===== config.mk =====
export PLATFORM = sky130hd
export DESIGN_NAME = vga_timing_gen
export DESIGN_NICKNAME = d
export VERILOG_FILES = /design/src/rtl/vga_timing_gen.sv
export SDC_FILE = /design/constraint.sdc
export NUM_CORES = 1
export LEC_CHECK = 0
export CAP_MARGIN = 20
export CORE_ASPECT_RATIO = 0.9
export CORE_UTILIZATION = 45
export CTS_BUF_LIST = sky130_fd_sc_hd__clkbuf_8
export CTS_CLUSTER_SIZE = 16
export DETAILED_ROUTE_END_ITERATION = 7
export PLACE_DENSITY = 0.78
export REMOVE_ABC_BUFFERS = 1
export SLEW_MARGIN = 40
export SYNTH_ARGS = -nofsm -noshare
export SYNTH_HDL_FRONTEND = slang
export SYNTH_SLANG_ARGS = --single-unit

===== constraint.sdc =====
create_clock -name clk -period 4.8 [get_ports clk]
set_clock_uncertainty 0.05 [all_clocks]
set_input_delay 0.48 -clock clk [delete_from_list [all_inputs] [get_ports clk]]
set_output_delay 0.48 -clock clk [all_outputs]
set_load 0.03 [all_outputs]

===== src/rtl/vga_timing_gen.sv =====
// VGA pixel-clock timing master.
// Divides the system clock down to a pixel tick, runs the horizontal/vertical
// counters, presents x/y to the colour logic and registers the returned RGB
// together with hsync, vsync and blank so that all pin outputs stay aligned.
//
// Ports:
//   clk, rst_n          system clock, synchronous active-low reset
//   pix_r/g/b [7:0]     colour for the current x/y (combinational from colour logic)
//   x, y [11:0]         current horizontal / vertical counter
//   pix_tick            one-clk strobe, counters and pins advance on this cycle's edge
//   frame_start         one-clk strobe, counters just wrapped to (0,0)
//   vga_r/g/b [7:0]     registered colour, zero during blanking
//   vga_hs, vga_vs      registered sync outputs
//   vga_blank_n         1 = active video on vga_r/g/b
module vga_timing_gen #(
    parameter int unsigned H_ACTIVE = 640,
    parameter int unsigned H_FP     = 16,
    parameter int unsigned H_SYNC   = 96,
    parameter int unsigned H_BP     = 48,
    parameter int unsigned V_ACTIVE = 480,
    parameter int unsigned V_FP     = 10,
    parameter int unsigned V_SYNC   = 2,
    parameter int unsigned V_BP     = 33,
    parameter int unsigned CLK_DIV  = 2,
    parameter bit          HS_POL   = 1'b0,
    parameter bit          VS_POL   = 1'b0
) (
    input  logic        clk,
    input  logic        rst_n,
    input  logic [7:0]  pix_r,
    input  logic [7:0]  pix_g,
    input  logic [7:0]  pix_b,
    output logic [11:0] x,
    output logic [11:0] y,
    output logic        pix_tick,
    output logic        frame_start,
    output logic [7:0]  vga_r,
    output logic [7:0]  vga_g,
    output logic [7:0]  vga_b,
    output logic        vga_hs,
    output logic        vga_vs,
    output logic        vga_blank_n
);

    localparam int unsigned H_TOTAL = H_ACTIVE + H_FP + H_SYNC + H_BP;
    localparam int unsigned V_TOTAL = V_ACTIVE + V_FP + V_SYNC + V_BP;
    localparam int unsigned DivW    = (CLK_DIV > 1) ? $clog2(CLK_DIV) : 1;

    localparam logic [DivW-1:0] DivLast  = DivW'(CLK_DIV - 1);
    localparam logic [11:0]     HLast    = 12'(H_TOTAL - 1);
    localparam logic [11:0]     VLast    = 12'(V_TOTAL - 1);
    localparam logic [11:0]     HActive  = 12'(H_ACTIVE);
    localparam logic [11:0]     VActive  = 12'(V_ACTIVE);
    localparam logic [11:0]     HsStart  = 12'(H_ACTIVE + H_FP);
    localparam logic [11:0]     HsEnd    = 12'(H_ACTIVE + H_FP + H_SYNC);
    localparam logic [11:0]     VsStart  = 12'(V_ACTIVE + V_FP);
    localparam logic [11:0]     VsEnd    = 12'(V_ACTIVE + V_FP + V_SYNC);

    logic [DivW-1:0] div_q, div_d;
    logic            pix_tick_q;
    logic            frame_start_q;
    logic [11:0]     h_cnt_q, h_cnt_d;
    logic [11:0]     v_cnt_q, v_cnt_d;
    logic [7:0]      vga_r_q, vga_g_q, vga_b_q;
    logic            vga_hs_q, vga_vs_q, vga_blank_n_q;

    logic div_last, h_last, v_last;
    logic active, hs_on, vs_on;

    always_comb begin
        div_last = (div_q == DivLast);
        div_d    = div_last ? '0 : div_q + DivW'(1);

        h_last = (h_cnt_q == HLast);
        v_last = (v_cnt_q == VLast);

        h_cnt_d = h_cnt_q;
        v_cnt_d = v_cnt_q;
        if (pix_tick_q) begin
            if (h_last) begin
                // v only moves at the line wrap, so vsync never changes mid-line
                h_cnt_d = '0;
                v_cnt_d = v_last ? '0 : v_cnt_q + 12'd1;
            end else begin
                h_cnt_d = h_cnt_q + 12'd1;
            end
        end

        // Decode on the counters before they advance: the pins lag x/y by one pixel
        active = (h_cnt_q < HActive) && (v_cnt_q < VActive);
        hs_on  = (h_cnt_q >= HsStart) && (h_cnt_q < HsEnd);
        vs_on  = (v_cnt_q >= VsStart) && (v_cnt_q < VsEnd);
    end

    always_ff @(posedge clk) begin
        if (!rst_n) begin
            div_q         <= '0;
            pix_tick_q    <= 1'b0;
            frame_start_q <= 1'b0;
            h_cnt_q       <= '0;
            v_cnt_q       <= '0;
            vga_r_q       <= '0;
            vga_g_q       <= '0;
            vga_b_q       <= '0;
            vga_blank_n_q <= 1'b0;
            vga_hs_q      <= ~HS_POL;
            vga_vs_q      <= ~VS_POL;
        end else begin
            div_q         <= div_d;
            pix_tick_q    <= div_last;
            frame_start_q <= pix_tick_q && h_last && v_last;
            h_cnt_q       <= h_cnt_d;
            v_cnt_q       <= v_cnt_d;
            if (pix_tick_q) begin
                vga_r_q       <= active ? pix_r : 8'd0;
                vga_g_q       <= active ? pix_g : 8'd0;
                vga_b_q       <= active ? pix_b : 8'd0;
                vga_blank_n_q <= active;
                vga_hs_q      <= hs_on ? HS_POL : ~HS_POL;
                vga_vs_q      <= vs_on ? VS_POL : ~VS_POL;
            end
        end
    end

    assign x           = h_cnt_q;
    assign y           = v_cnt_q;
    assign pix_tick    = pix_tick_q;
    assign frame_start = frame_start_q;
    assign vga_r       = vga_r_q;
    assign vga_g       = vga_g_q;
    assign vga_b       = vga_b_q;
    assign vga_hs      = vga_hs_q;
    assign vga_vs      = vga_vs_q;
    assign vga_blank_n = vga_blank_n_q;

endmodule


==> impl_metrics.env <==
export IMPL_syn_inst=248
export IMPL_p_leak_nw=1.17
export IMPL_synth_main_ff_cell="dfxtp_1"
export IMPL_cp_end_kind="flip-flop"
export IMPL_p_per_area_nw_per_um2=248
export IMPL_cts_setup_buffers=0
export IMPL_first_global_vias=1788
export IMPL_areaGrowthSynthToFinish_pct=36.5
export IMPL_netlist_area_um2=2460
export IMPL_remaining_drc_errors=0
export IMPL_dr_first_iter_drc_count=78
export IMPL_antenna_found_initial=0
export IMPL_synth_simple_area_share_pct=26.4
export IMPL_slew_viol_final=0
export IMPL_period_minus_slack_ns=2.33
export IMPL_cts_tree="built"
export IMPL_cts_root_buf="clkbuf_8"
export IMPL_cts_resized=0
export IMPL_critPathMaxStageDelay_ns=0.71
export IMPL_maxCapViolCount=0
export IMPL_r2r_start="pix_tick"
export IMPL_pre_cts_slack_ns=2.50
export IMPL_path_max_fanout=16
export IMPL_synth_async_reset_ratio_pct=0
export IMPL_drt_wl_total_mm=5.58
export IMPL_cp_arrival_ns=2.46
export IMPL_hold_ws_ns=0.359
export IMPL_hp_start="div_last"
export IMPL_layout_setup_ws_ns=2.47
export IMPL_ioPinCount=79
export IMPL_synth_top_family_by_area="simple AND/OR/NAND/NOR gates"
export IMPL_portBuffers=78
export IMPL_start_util_pct=46.8
export IMPL_nets=352
export IMPL_rows=25
export IMPL_ys_seq_area_share_pct=43.9
export IMPL_drtPass1Iterations=4
export IMPL_synth_distinct_cells=43
export IMPL_clock_sinks=54
export IMPL_final_util_pct=63.9
export IMPL_diodes=0
export IMPL_synth_xor_area_share_pct=4.27
export IMPL_crit_type="flip-flop to flip-flop"
export IMPL_fin_total_pwr_mw=0.834
export IMPL_cp_start_kind="flip-flop"
export IMPL_synth_mux_area_share_pct=0.813
export IMPL_status="finished, final reports clean"
export IMPL_hold_viol_final=0
export IMPL_viasPerCell=5.27
export IMPL_die_y_um=72.2
export IMPL_htreeDepth=2
export IMPL_grt_pass1_wl_mm=8.94
export IMPL_num_vias=2054
export IMPL_crit_family="simple AND/OR/NAND/NOR gates"
export IMPL_synth_area_per_cell_um2=9.92
export IMPL_die_area_um2=5770
export IMPL_track_usage_pct=19.8
export IMPL_hpwl_mm=3.95
export IMPL_finalSetupViolCount=0
export IMPL_drive_gt1_share_pct=18.6
export IMPL_die_x_um=80.0
export IMPL_crit_slowest_cell="dfxtp_1"
export IMPL_fmax_mhz=429
export IMPL_fillers=459
export IMPL_gp_congestion=0.822
export IMPL_ys_top_cells_by_area="dfxtp_1, a22oi_2, nor2_2"
export IMPL_numCtsBuffers=5
export IMPL_crit_chain="and4_1 > nand3_4 > o41ai_4 > nor2_1"
export IMPL_relSlewSlack_pct=59.7
export IMPL_synth_edf_count=0
export IMPL_wl_per_cell_um=14.3
export IMPL_tightest_slew_ns=0.602
export IMPL_synth_top_area_cell="dfxtp_1"
export IMPL_critPathRequiredTime_ns=4.93
export IMPL_synth_top_area_share_pct=43.9
export IMPL_synth_common_cells="dfxtp_1, nor2_1, nor2_2, a22oi_2, inv_1"
export IMPL_fin_tns_setup_ns=0
export IMPL_synth_compound_area_share_pct=18.0
export IMPL_crit_buf_inv=0
export IMPL_cts_path_max_buffers=2
export IMPL_grt_overflow_total=0
export IMPL_synthMostInstantiatedCell="dfxtp_1"
export IMPL_yosys_register_bits=54
export IMPL_hold_path_class="flip-flop to flip-flop"
export IMPL_rsz0062_at_grt="false"
export IMPL_startpoint="pix_tick"
export IMPL_synthAdderAreaFrac_pct=2.03
export IMPL_post_route_period_util_pct=48.6
export IMPL_core_um2=5260
export IMPL_clk_latency_ns=0.30
export IMPL_hold_buffers=0
export IMPL_ir_worst_vdd_uv=200
export IMPL_synth_warnings=0
export IMPL_postRouteAntennaNets=0
export IMPL_clkTransAtPathRegs_ns=0.10
export IMPL_grt_start_max_net_pins=30
[per-stage QoR]
step | cells | instance area [um^2]
final | 390 | 3360
after global routing | 390 | 3360
after CTS | 390 | 3360
after detailed placement | 382 | 3270
after global placement | 382 | 3270
after floorplan | 235 | 2390
[where the power goes]
group          switching, mW  total, mW  internal [mW]
clock                  0.140      0.254          0.115
sequential           0.00891      0.468          0.459
combinational         0.0575      0.112         0.0543
total                  0.206      0.834          0.628
[flip-flops by register name (all words and copies together) (netlist names)]
| register | count |
|---|---|
| div_last | 1 |
| vga_blank_n | 1 |
| x | 12 |
| vga_vs | 1 |
| y | 12 |
| frame_start | 1 |
| vga_b | 8 |
| pix_tick | 1 |
| vga_hs | 1 |
| vga_g | 8 |
| vga_r | 8 |
[cells by family after synthesis]
| kind of cell | Yosys count |
|---|---|
| AOI/OAI and AO/OA | 49 |
| xor gates and xnor gates | 12 |
| adders and majority gates | 4 |
| buffers and inverters | 23 |
| DFF | 54 |
| muxes | 2 |
| and+or+nand+nor | 104 |
[worst paths after layout]
check	to	slack, ns	cells past startpoint
worst max-delay path	y[1]	2.47	4
worst min-delay path	div_last	0.36	1
worst max register to register	y[1]	2.47	4
worst min register to register	div_last	0.36	1
[final cells by class]
cell class / count / area (um^2) / area share (%)
flip-flops and latches: 54 / 1080 / 32.2
well taps: 67 / 83.8 / 2.50
clock buffers: 6 / 82.6 / 2.46
multi-input cells: 171 / 1270 / 37.8
repair buffers: 80 / 796 / 23.7
clock inverters: 2 / 8.76 / 0.261
inverters: 10 / 37.5 / 1.12
[routing by layer]
metal / share of wire, % / vias up / global-route usage (%)
met5: 0 / - / 0
met4: 0.61 / 0 / 4.76
met3: 3.1 / 2 / 3.40
met2: 49 / 39 / 32.7
met1: 47 / 979 / 27.1
li1: - / 1034 / -
[worst register-to-register path: cells and delay by family (launching register included)]
kind	cells	cell delay [ns]
simple gates	3	0.79
compound gates	1	0.67
flops	1	0.71
[placed cells by master (no fill, tap or decap), drive strengths merged]
| cell | count |
|---|---|
| clkdlybuf4s50 | 78 |
| xor2 | 5 |
| o41ai | 5 |
| and4bb | 2 |
| a21oi | 13 |
| or4 | 2 |
| or3b | 1 |
| nand4bb | 1 |
| or4b | 1 |
| o31ai | 1 |
| and2 | 2 |
| mux2i | 2 |
| inv | 11 |
| nand2 | 8 |
| nor2 | 43 |
| clkinv | 1 |
| dfxtp | 54 |
| nand2b | 2 |
| o21ai | 6 |
| nor4b | 2 |
| nand4 | 9 |
| nand3 | 10 |
| a22oi | 20 |
| or3 | 5 |
| and3 | 3 |
| o311ai | 2 |
| clkbuf | 6 |
| xnor2 | 7 |
| nor3 | 3 |
| buf | 2 |
| nor2b | 4 |
| and4 | 5 |
| a21o | 1 |
| or2 | 1 |
| a31o | 1 |
| ha | 4 |
Note: power is estimated with default switching activity, not from simulation.
